$ cat config.mk
export PLATFORM = sky130hd
export DESIGN_NAME = imm_decode_stage
export DESIGN_NICKNAME = d
export VERILOG_FILES = /design/src/rtl/imm_pkg.sv /design/src/rtl/imm_extract.sv /design/src/rtl/imm_decode_stage.sv
export SDC_FILE = /design/constraint.sdc
export NUM_CORES = 1
export LEC_CHECK = 0
export BUFFER_PORTS_ARGS = -buffer_cell sky130_fd_sc_hd__buf_2
export CORE_AREA = 2 2 78 154
export CTS_CLUSTER_SIZE = 40
export DETAILED_ROUTE_END_ITERATION = 10
export DIE_AREA = 0 0 80 156
export PLACE_DENSITY = 0.82
export SETUP_SLACK_MARGIN = 0.15
export SKIP_LAST_GASP = 1
export SLEW_MARGIN = 25
export SYNTH_ARGS = -nofsm -noshare
export SYNTH_HDL_FRONTEND = slang
export SYNTH_SLANG_ARGS = --single-unit
export TNS_END_PERCENT = 10
$ cat constraint.sdc
create_clock -name clk -period 2.1 [get_ports clk]
set_input_delay 0 -clock clk [delete_from_list [all_inputs] [get_ports clk]]
set_output_delay 0 -clock clk [all_outputs]
set_load 0.02 [all_outputs]
$ cat src/rtl/imm_pkg.sv
// Shared definitions for the immediate-decode stage.
// Format codes and FIFO sizing.
package imm_pkg;

    localparam logic [2:0] ITYPE_R  = 3'b000;
    localparam logic [2:0] ITYPE_I  = 3'b001;
    localparam logic [2:0] ITYPE_B  = 3'b010;
    localparam logic [2:0] ITYPE_S  = 3'b011;
    localparam logic [2:0] ITYPE_U  = 3'b100;
    localparam logic [2:0] ITYPE_J  = 3'b101;
    localparam logic [2:0] ITYPE_Z  = 3'b110;
    localparam logic [2:0] ITYPE_SH = 3'b111;

    localparam int IMM_FIFO_DEPTH = 2;

endpackage

$ cat src/rtl/imm_extract.sv
// Combinational immediate extraction for all RV32I/RV64I formats.
// Produces sign- and zero-extended forms plus legality.
module imm_extract
    import imm_pkg::*;
#(
    parameter int XLEN = 32
) (
    input  logic [2:0]      itype,
    input  logic [31:0]     instr,
    output logic [XLEN-1:0] simm,
    output logic [XLEN-1:0] uimm,
    output logic            hasimm,
    output logic            illeg
);

    logic [11:0] i_imm;
    logic [11:0] s_imm;
    logic [12:0] b_imm;
    logic [20:0] j_imm;
    logic [31:0] u_imm;
    logic        unused_opcode;

    assign i_imm = instr[31:20];
    assign s_imm = {instr[31:25], instr[11:7]};
    assign b_imm = {instr[31], instr[7], instr[30:25], instr[11:8], 1'b0};
    assign j_imm = {instr[31], instr[19:12], instr[20], instr[30:21], 1'b0};
    assign u_imm = {instr[31:12], 12'd0};
    assign unused_opcode = ^instr[6:0];

    always_comb begin
        simm   = '0;
        uimm   = '0;
        hasimm = 1'b1;
        illeg  = 1'b0;
        unique case (itype)
            ITYPE_R: begin
                hasimm = 1'b0;
            end
            ITYPE_I: begin
                simm = XLEN'($signed(i_imm));
                uimm = XLEN'(i_imm);
            end
            ITYPE_S: begin
                simm = XLEN'($signed(s_imm));
                uimm = XLEN'(s_imm);
            end
            ITYPE_B: begin
                simm = XLEN'($signed(b_imm));
                uimm = XLEN'(b_imm);
            end
            ITYPE_J: begin
                simm = XLEN'($signed(j_imm));
                uimm = XLEN'(j_imm);
            end
            ITYPE_U: begin
                simm = XLEN'($signed(u_imm));
                uimm = XLEN'(u_imm);
            end
            ITYPE_Z: begin
                simm = XLEN'(instr[19:15]);
                uimm = XLEN'(instr[19:15]);
            end
            ITYPE_SH: begin
                // RV32 has 5-bit shamts; bit 25 set is reserved there
                if (XLEN == 64) begin
                    simm = XLEN'(instr[25:20]);
                    uimm = XLEN'(instr[25:20]);
                end else begin
                    simm  = XLEN'(instr[24:20]);
                    uimm  = XLEN'(instr[24:20]);
                    illeg = instr[25];
                end
            end
        endcase
    end

endmodule

$ cat src/rtl/imm_decode_stage.sv
// Registered immediate-decode stage with a 2-entry skid FIFO.
// Extraction happens at the input; outputs come from the head entry.
module imm_decode_stage
    import imm_pkg::*;
#(
    parameter int XLEN  = 32,
    parameter int TAG_W = 8
) (
    input  logic             clk,
    input  logic             rst_n,
    input  logic             flush,
    input  logic             in_valid,
    output logic             in_ready,
    input  logic [2:0]       in_itype,
    input  logic [31:0]      in_instr,
    input  logic [TAG_W-1:0] in_tag,
    output logic             out_valid,
    input  logic             out_ready,
    output logic [XLEN-1:0]  out_simm,
    output logic [XLEN-1:0]  out_uimm,
    output logic             out_hasimm,
    output logic             out_illeg,
    output logic [TAG_W-1:0] out_tag
);

    if (XLEN != 32 && XLEN != 64) begin : g_bad_xlen
        $error("imm_decode_stage: XLEN must be 32 or 64");
    end

    typedef struct packed {
        logic [XLEN-1:0]  simm;
        logic [XLEN-1:0]  uimm;
        logic             hasimm;
        logic             illeg;
        logic [TAG_W-1:0] tag;
    } entry_t;

    entry_t     mem [IMM_FIFO_DEPTH];
    entry_t     wr_entry;
    logic       wr_ptr;
    logic       rd_ptr;
    logic [1:0] count;
    logic       push;
    logic       pop;

    imm_extract #(
        .XLEN(XLEN)
    ) u_extract (
        .itype (in_itype),
        .instr (in_instr),
        .simm  (wr_entry.simm),
        .uimm  (wr_entry.uimm),
        .hasimm(wr_entry.hasimm),
        .illeg (wr_entry.illeg)
    );

    assign wr_entry.tag = in_tag;

    assign in_ready  = (count < 2'(IMM_FIFO_DEPTH));
    assign out_valid = (count != 2'd0);
    assign push      = in_valid && in_ready;
    assign pop       = out_valid && out_ready;

    always_ff @(posedge clk or negedge rst_n) begin
        if (!rst_n) begin
            for (int i = 0; i < IMM_FIFO_DEPTH; i++) begin
                mem[i] <= '0;
            end
            wr_ptr <= 1'b0;
            rd_ptr <= 1'b0;
            count  <= 2'd0;
        end else if (flush) begin
            wr_ptr <= 1'b0;
            rd_ptr <= 1'b0;
            count  <= 2'd0;
        end else begin
            if (push) begin
                mem[wr_ptr] <= wr_entry;
                wr_ptr      <= ~wr_ptr;
            end
            if (pop) begin
                rd_ptr <= ~rd_ptr;
            end
            unique case ({push, pop})
                2'b10:   count <= count + 2'd1;
                2'b01:   count <= count - 2'd1;
                default: count <= count;
            endcase
        end
    end

    assign out_simm   = mem[rd_ptr].simm;
    assign out_uimm   = mem[rd_ptr].uimm;
    assign out_hasimm = mem[rd_ptr].hasimm;
    assign out_illeg  = mem[rd_ptr].illeg;
    assign out_tag    = mem[rd_ptr].tag;

endmodule

After elaboration in Yosys (flattened, before gate mapping)

Index checks and enable logic that the tools add are counted.

Register bits: 152
Input port bits: 48
Output and inout port bits: 76
Word-level logic and storage cells: 58

Add/sub/neg operators: 2
$lt $le $gt $ge: 4
Equality and inequality tests: 9
Mux-type cells: 16
Bitwise logic cells: 5
Reduce and logical (&&, ||, !) cells: 9

Operator list:

| kind                                                       | number |
|---|---|
| one-hot mux 32 bit (7 select lines)                        | 2 |
| two-way mux 74 bit                                         | 4 |
| bitwise mux 148 bit                                        | 1 |
| demux 74 bit (select 1 bit)                                | 1 |
| == test 3 bit, second input constant                       | 4 |
| == test 3 x 2 -> 1 bit, second input constant              | 2 |
| two-way mux 1 bit                                          | 6 |
| nonzero test 2 bit                                         | 3 |
| >= comparator 2 bit, second input constant                 | 2 |
| inverter 1 -> 2 bit                                        | 2 |
| one-hot mux 2 bit (2 select lines)                         | 1 |
| == test 3 x 1 -> 1 bit, second input constant              | 1 |
| logical AND 1 bit                                          | 3 |
| zero test 3 bit                                            | 1 |
| inverter 1 bit                                             | 3 |
| nonzero test 3 bit                                         | 1 |
| adder 2 x 1 -> 2 bit, second input constant                | 1 |
| == test 2 x 1 -> 1 bit, second input constant              | 1 |
| == test 2 bit, second input constant                       | 1 |
| less-than comparator 2 x 1 -> 1 bit, second input constant | 1 |
| less-than comparator 2 bit, second input constant          | 1 |
| two-way mux 2 bit                                          | 1 |
| AND reduction 2 bit                                        | 1 |
| subtractor 2 x 1 -> 2 bit, second input constant           | 1 |

Logic depth before layout (Yosys ltp)

Depth after elaboration: 6
Gate-level depth with buffers: 7
Depth with buffers taken out: 3

Modules after synthesis

A second synthesis with hierarchy kept.

Cell total of the unflattened synthesis: 528
Area, all modules: 7623.6 um^2

By module, submodules not included:

| module           | instances | cells an instance | area each (um^2) | sequential area each (um^2) |
|---|---|---|---|---|
| imm_decode_stage | 1         | 416               | 6924.1           | 3803.6 |
| imm_extract      | 1         | 112               | 699.4            | 0.0 |

Least setup slack after synthesis

OpenSTA, ideal clock, no wires.

Path kind: register to register
Start point: register count[1]
End point: register mem[119] (netlist bit)
Setup time: 0.133 ns
Arrival: 1.416 ns
Data required time: 1.967 ns
Path slack: 0.551 ns
Cell stages (with the launch flop): 5
Path buffers: 2
Clock period less this slack: 1.549 ns
Cell sequence: dfrtp_1 > buf_2 > nor4b_2 > buf_2 > a31oi_1

Longest elaborated chain between the ends: 3

RTL lines:

| element                              | line                   | RTL |
|---|---|---|
| start: declaration                   | imm_decode_stage.sv:42 | `logic [1:0] count;` |
| start signal: assignment             | imm_decode_stage.sv:85 | `2'b10: count <= count + 2'd1;` |
| start signal: assignment             | imm_decode_stage.sv:86 | `2'b01: count <= count - 2'd1;` |
| start signal: assignment             | imm_decode_stage.sv:87 | `default: count <= count;` |
| less-than comparator 2 bit           | imm_decode_stage.sv:59 | `assign in_ready = (count < 2'(IMM_FIFO_DEPTH));` |
| logical AND 1 bit                    | imm_decode_stage.sv:61 | `assign push = in_valid && in_ready;` |
| AND reduction 2 bit (no source line) | --                     |  |
| end signal: indexed assignment       | imm_decode_stage.sv:78 | `mem[wr_ptr] <= wr_entry;` |
| end: declaration                     | imm_decode_stage.sv:38 | `entry_t mem [IMM_FIFO_DEPTH];` |

No other way between the ends.
A chain may end at the register's enable or synchronous reset.

Worst setup path in the final report

Start point: register count[1]
End point: register mem[117] (netlist bit)

Same word-level chain as after synthesis.

==> parameters.txt <==
Parameter                              Value

Floorplanning
  Starting Density    0.535
  Horiz. Die Dim    about 80 µm
  Total core area    roughly 0.011 mm²
  Number of primary I/O pins    about 120
  Floorplan row count    55
  Total die area    0.0125 mm²
  Die height    approximately 160 µm

Drt
  Routed vias/inst    roughly 5.8
  Routed WL per cell    18.8 µm
  DRT Wirelength    16800 µm
  Total iterations of the first detailed-routing run    5
  Vias    5141
  DRC Markers    0
  DRC violation total after the first TritonRoute iteration    496
  Number of nets still failing antenna checks after routing    0

Worst setup path
  Critical path's largest stage delay    0.56 ns
  Setup slack of the most critical reg-to-reg path    between 0.2 and 0.3 ns
  List of cells traversed by the critical path    buf_4 > nor4b_4 > buf_6 > nor2_1 > a31oi_1 > dlygate4sd3_1
  Maximum fanout along the worst path    11
  Kind of end point of the critical path    flip-flop
  Critical path launch point type    flip-flop
  Worst Path Required    2.46 ns
  Slowest CP cell    dlygate4sd3_1
  Setup CP Type    flip-flop to flip-flop
  Terminus of the critical flop-to-flop path    mem[117]
  Reg2reg start    count[1]
  Crit path arrival time    2.19 ns
  Worst r2r path cells    6

Clock tree
  Clock Sinks    about 130
  H-tree levels    4
  Clock-pin slew reported for the worst setup and hold paths after clock tree synthesis    0.06 ns
  Number of buffers created by CTS    17
  Maximum number of buffers from clock root to sink    2
  TritonCTS clock tree    yes
  Library cell used as clock root buffer    clkbuf_16
  Latest clock arrival within the worst-skew pair    0.42 ns

Synth
  Synthesis-stage register bit count    128
  Sequential cell area fraction in the yosys report    0.530
  Post-synth EDFFs    0
  Average cell area after synthesis    9.79 µm²
  Proportion of register bits with asynchronous set or reset after synthesis    1.00
  Number of cells produced by synthesis    between 600 and 700
  Synthesized net count    665
  Synth warnings    0
  Predominant post-synthesis flop cell    dfrtp_1
  Number of unique standard cell types used by synthesis    36
  Post-Syn Area    a little over 0.006 mm²

Layout
  Share of final-layout standard cells stronger than drive strength 1    0.320
  Finished Core Util    0.679
  Footprint of the multi-input gates    0.00254 mm²
  Filler Cell Count    875
  Post-layout nets    785
  FF+latch area    approximately 0.0032 mm²
  Area growth from synthesis to layout    26.8%

Flow run
  Number of max-capacitance violations reported    0

GRT
  Via count of the first global-routing pass    5211
  GR Util All Layers    0.282
  Maximum number of pins on one net before global-route repair    107
  Global-route congestion overflow total    0
  First-pass GRT wire length    between 20000 and 30000 µm
  Antenna violations before repair    1

STA
  Worst clock skew    around 0.0057 ns
  Setup repair after global routing missed its margin    false
  Min setup slack post-route    0.267 ns
  Final setup viols    0
  Final hold violations    0
  FMAX    545 MHz
  Share of the clock period used by the worst path    0.873
  Final number of max-transition violations    0
  Sum Neg Setup Slack    0 ns
  Fin crit period    about 1.8 ns
  Relative max-transition margin    0.581
  Slew @ Worst Pin    0.627 ns

Place
  RePlAce Congestion    approximately 0.90
  Buffers added on ports    approximately 120
  Setup Slack @ Placement    0.465 ns
  Half-perimeter wire length after placement    11000 µm

Pwr
  PD cells    1090 mW/mm²
  Worst IR Drop VDD    0.000979 V
  Leakage power figure    0.00370 µW
  Total Power Consumption    8350 µW

Min path
  Cell depth of the worst min-delay path    4
  WHS Endpoint    mem[119]
  Startpoint of the worst hold path    in_instr[10]
  Worst min-delay path class    input pin to flip-flop

Run status
  Outcome    completed
## how the worst max path moves through the flow
stage	from	to	cells past startpoint
after floorplan	count[1]	mem[119]	4
final	count[1]	mem[117]	6
after detailed placement	wr_ptr	mem[98]	4
after global routing	count[1]	mem[117]	6
after global placement	wr_ptr	mem[147]	4
after CTS	count[1]	mem[117]	6
## where the power goes
group	internal (µW)	switching, µW
Sequential	2940	256
Combinational	736	1150
Clock	2130	1150
Total	5800	2550
## sequential cells by signal (all words and copies together), names as in the netlist
register,cells
count,2
wr_ptr,1
rd_ptr,1
mem,124
## synthesized netlist by cell type (all sizes together) (2+ instances only)
cell / n / share of area
mux2: 64 / 0.12
o21ai: 100 / 0.085
a22oi: 8 / 0.0099
nor4bb: 3 / 0.0050
nor2: 15 / 0.0093
dfrtp: 128 / 0.53
a31oi: 15 / 0.016
nor2b: 5 / 0.0052
and3b: 4 / 0.0058
nand2b: 3 / 0.0031
and4b: 2 / 0.0033
nand2: 168 / 0.10
nand3: 12 / 0.0099
a32oi: 11 / 0.016
buf: 36 / 0.040
or2: 2 / 0.0021
clkbuf: 27 / 0.017
## area by class of cell
class / instances / area share
Tap cell: 142 / 0.0232
Multi-Input combinational cell: 425 / 0.331
Clock inverter: 15 / 0.0304
Sequential cell: 128 / 0.418
Inverter: 1 / 0.000490
Clock buffer: 17 / 0.0555
Timing Repair Buffer: 164 / 0.140
Antenna cell: 1 / 0.000327
## routing by layer
layer,routed length (µm),track usage,up-vias
li1,-,-,2352
met4,1080,0.190,0
met5,0,0,-
met3,949,0.0556,69
met2,8740,0.458,244
met1,6020,0.331,2476
## kinds of logic (layout without fill, tap and decap cells)
logic type / count (synthesis) / in the layout / share of synthesized area
xor gates and xnor gates: 2 / 2 / 0.00290
and+or+nand+nor: 220 / 220 / 0.158
muxes: 64 / 64 / 0.119
other: 0 / 1 / 0
buffers and inverters: 64 / 197 / 0.0576
AOI/OAI and AO/OA: 139 / 139 / 0.132
DFF: 128 / 128 / 0.530
## per-stage QoR
stage / area (µm²) / instances / hold WS [ns]
floorplan: 6040 / 617 / -0.296
global placement: 6660 / 826 / -0.00180
detailed placement: 6660 / 826 / 0.00696
CTS: 7630 / 889 / 0.00404
global route: 7660 / 893 / 0.0267
finish: 7660 / 893 / 0.00858
## worst max-delay path, delay by kind of cell, from the launching register on
family                 cells  cell delay [ns]
AND/OR/NAND/NOR            2             0.32
AO/OA/AOI/OAI              1             0.14
flip-flops                 1             0.39
buffers and inverters      3             0.91
## layout by cell type, fill, tap and decap left out, types with 4 or more instances in the layout
master / n
bufinv_16: 5
a22oi_1: 8
o21ai_1: 27
nor2_1: 15
nor2b_1: 5
dfrtp_1: 127
clkbuf_16: 17
o21ai_0: 70
nand3_1: 12
buf_12: 4
buf_4: 13
clkinv_4: 4
nand2_1: 168
dlygate4sd3_1: 31
a31oi_1: 15
mux2_2: 64
and3b_1: 4
a32oi_1: 11
buf_2: 115
## repair_timing
action                                  in CTS  in global routing
hold buffers                                31                  0
endpoints found under the setup margin       0                  1
gates resized for setup                      0                  1
setup buffers                                0                  3
hold endpoints to repair                   170                  0
No activity file was read; power rests on OpenSTA's default activity.
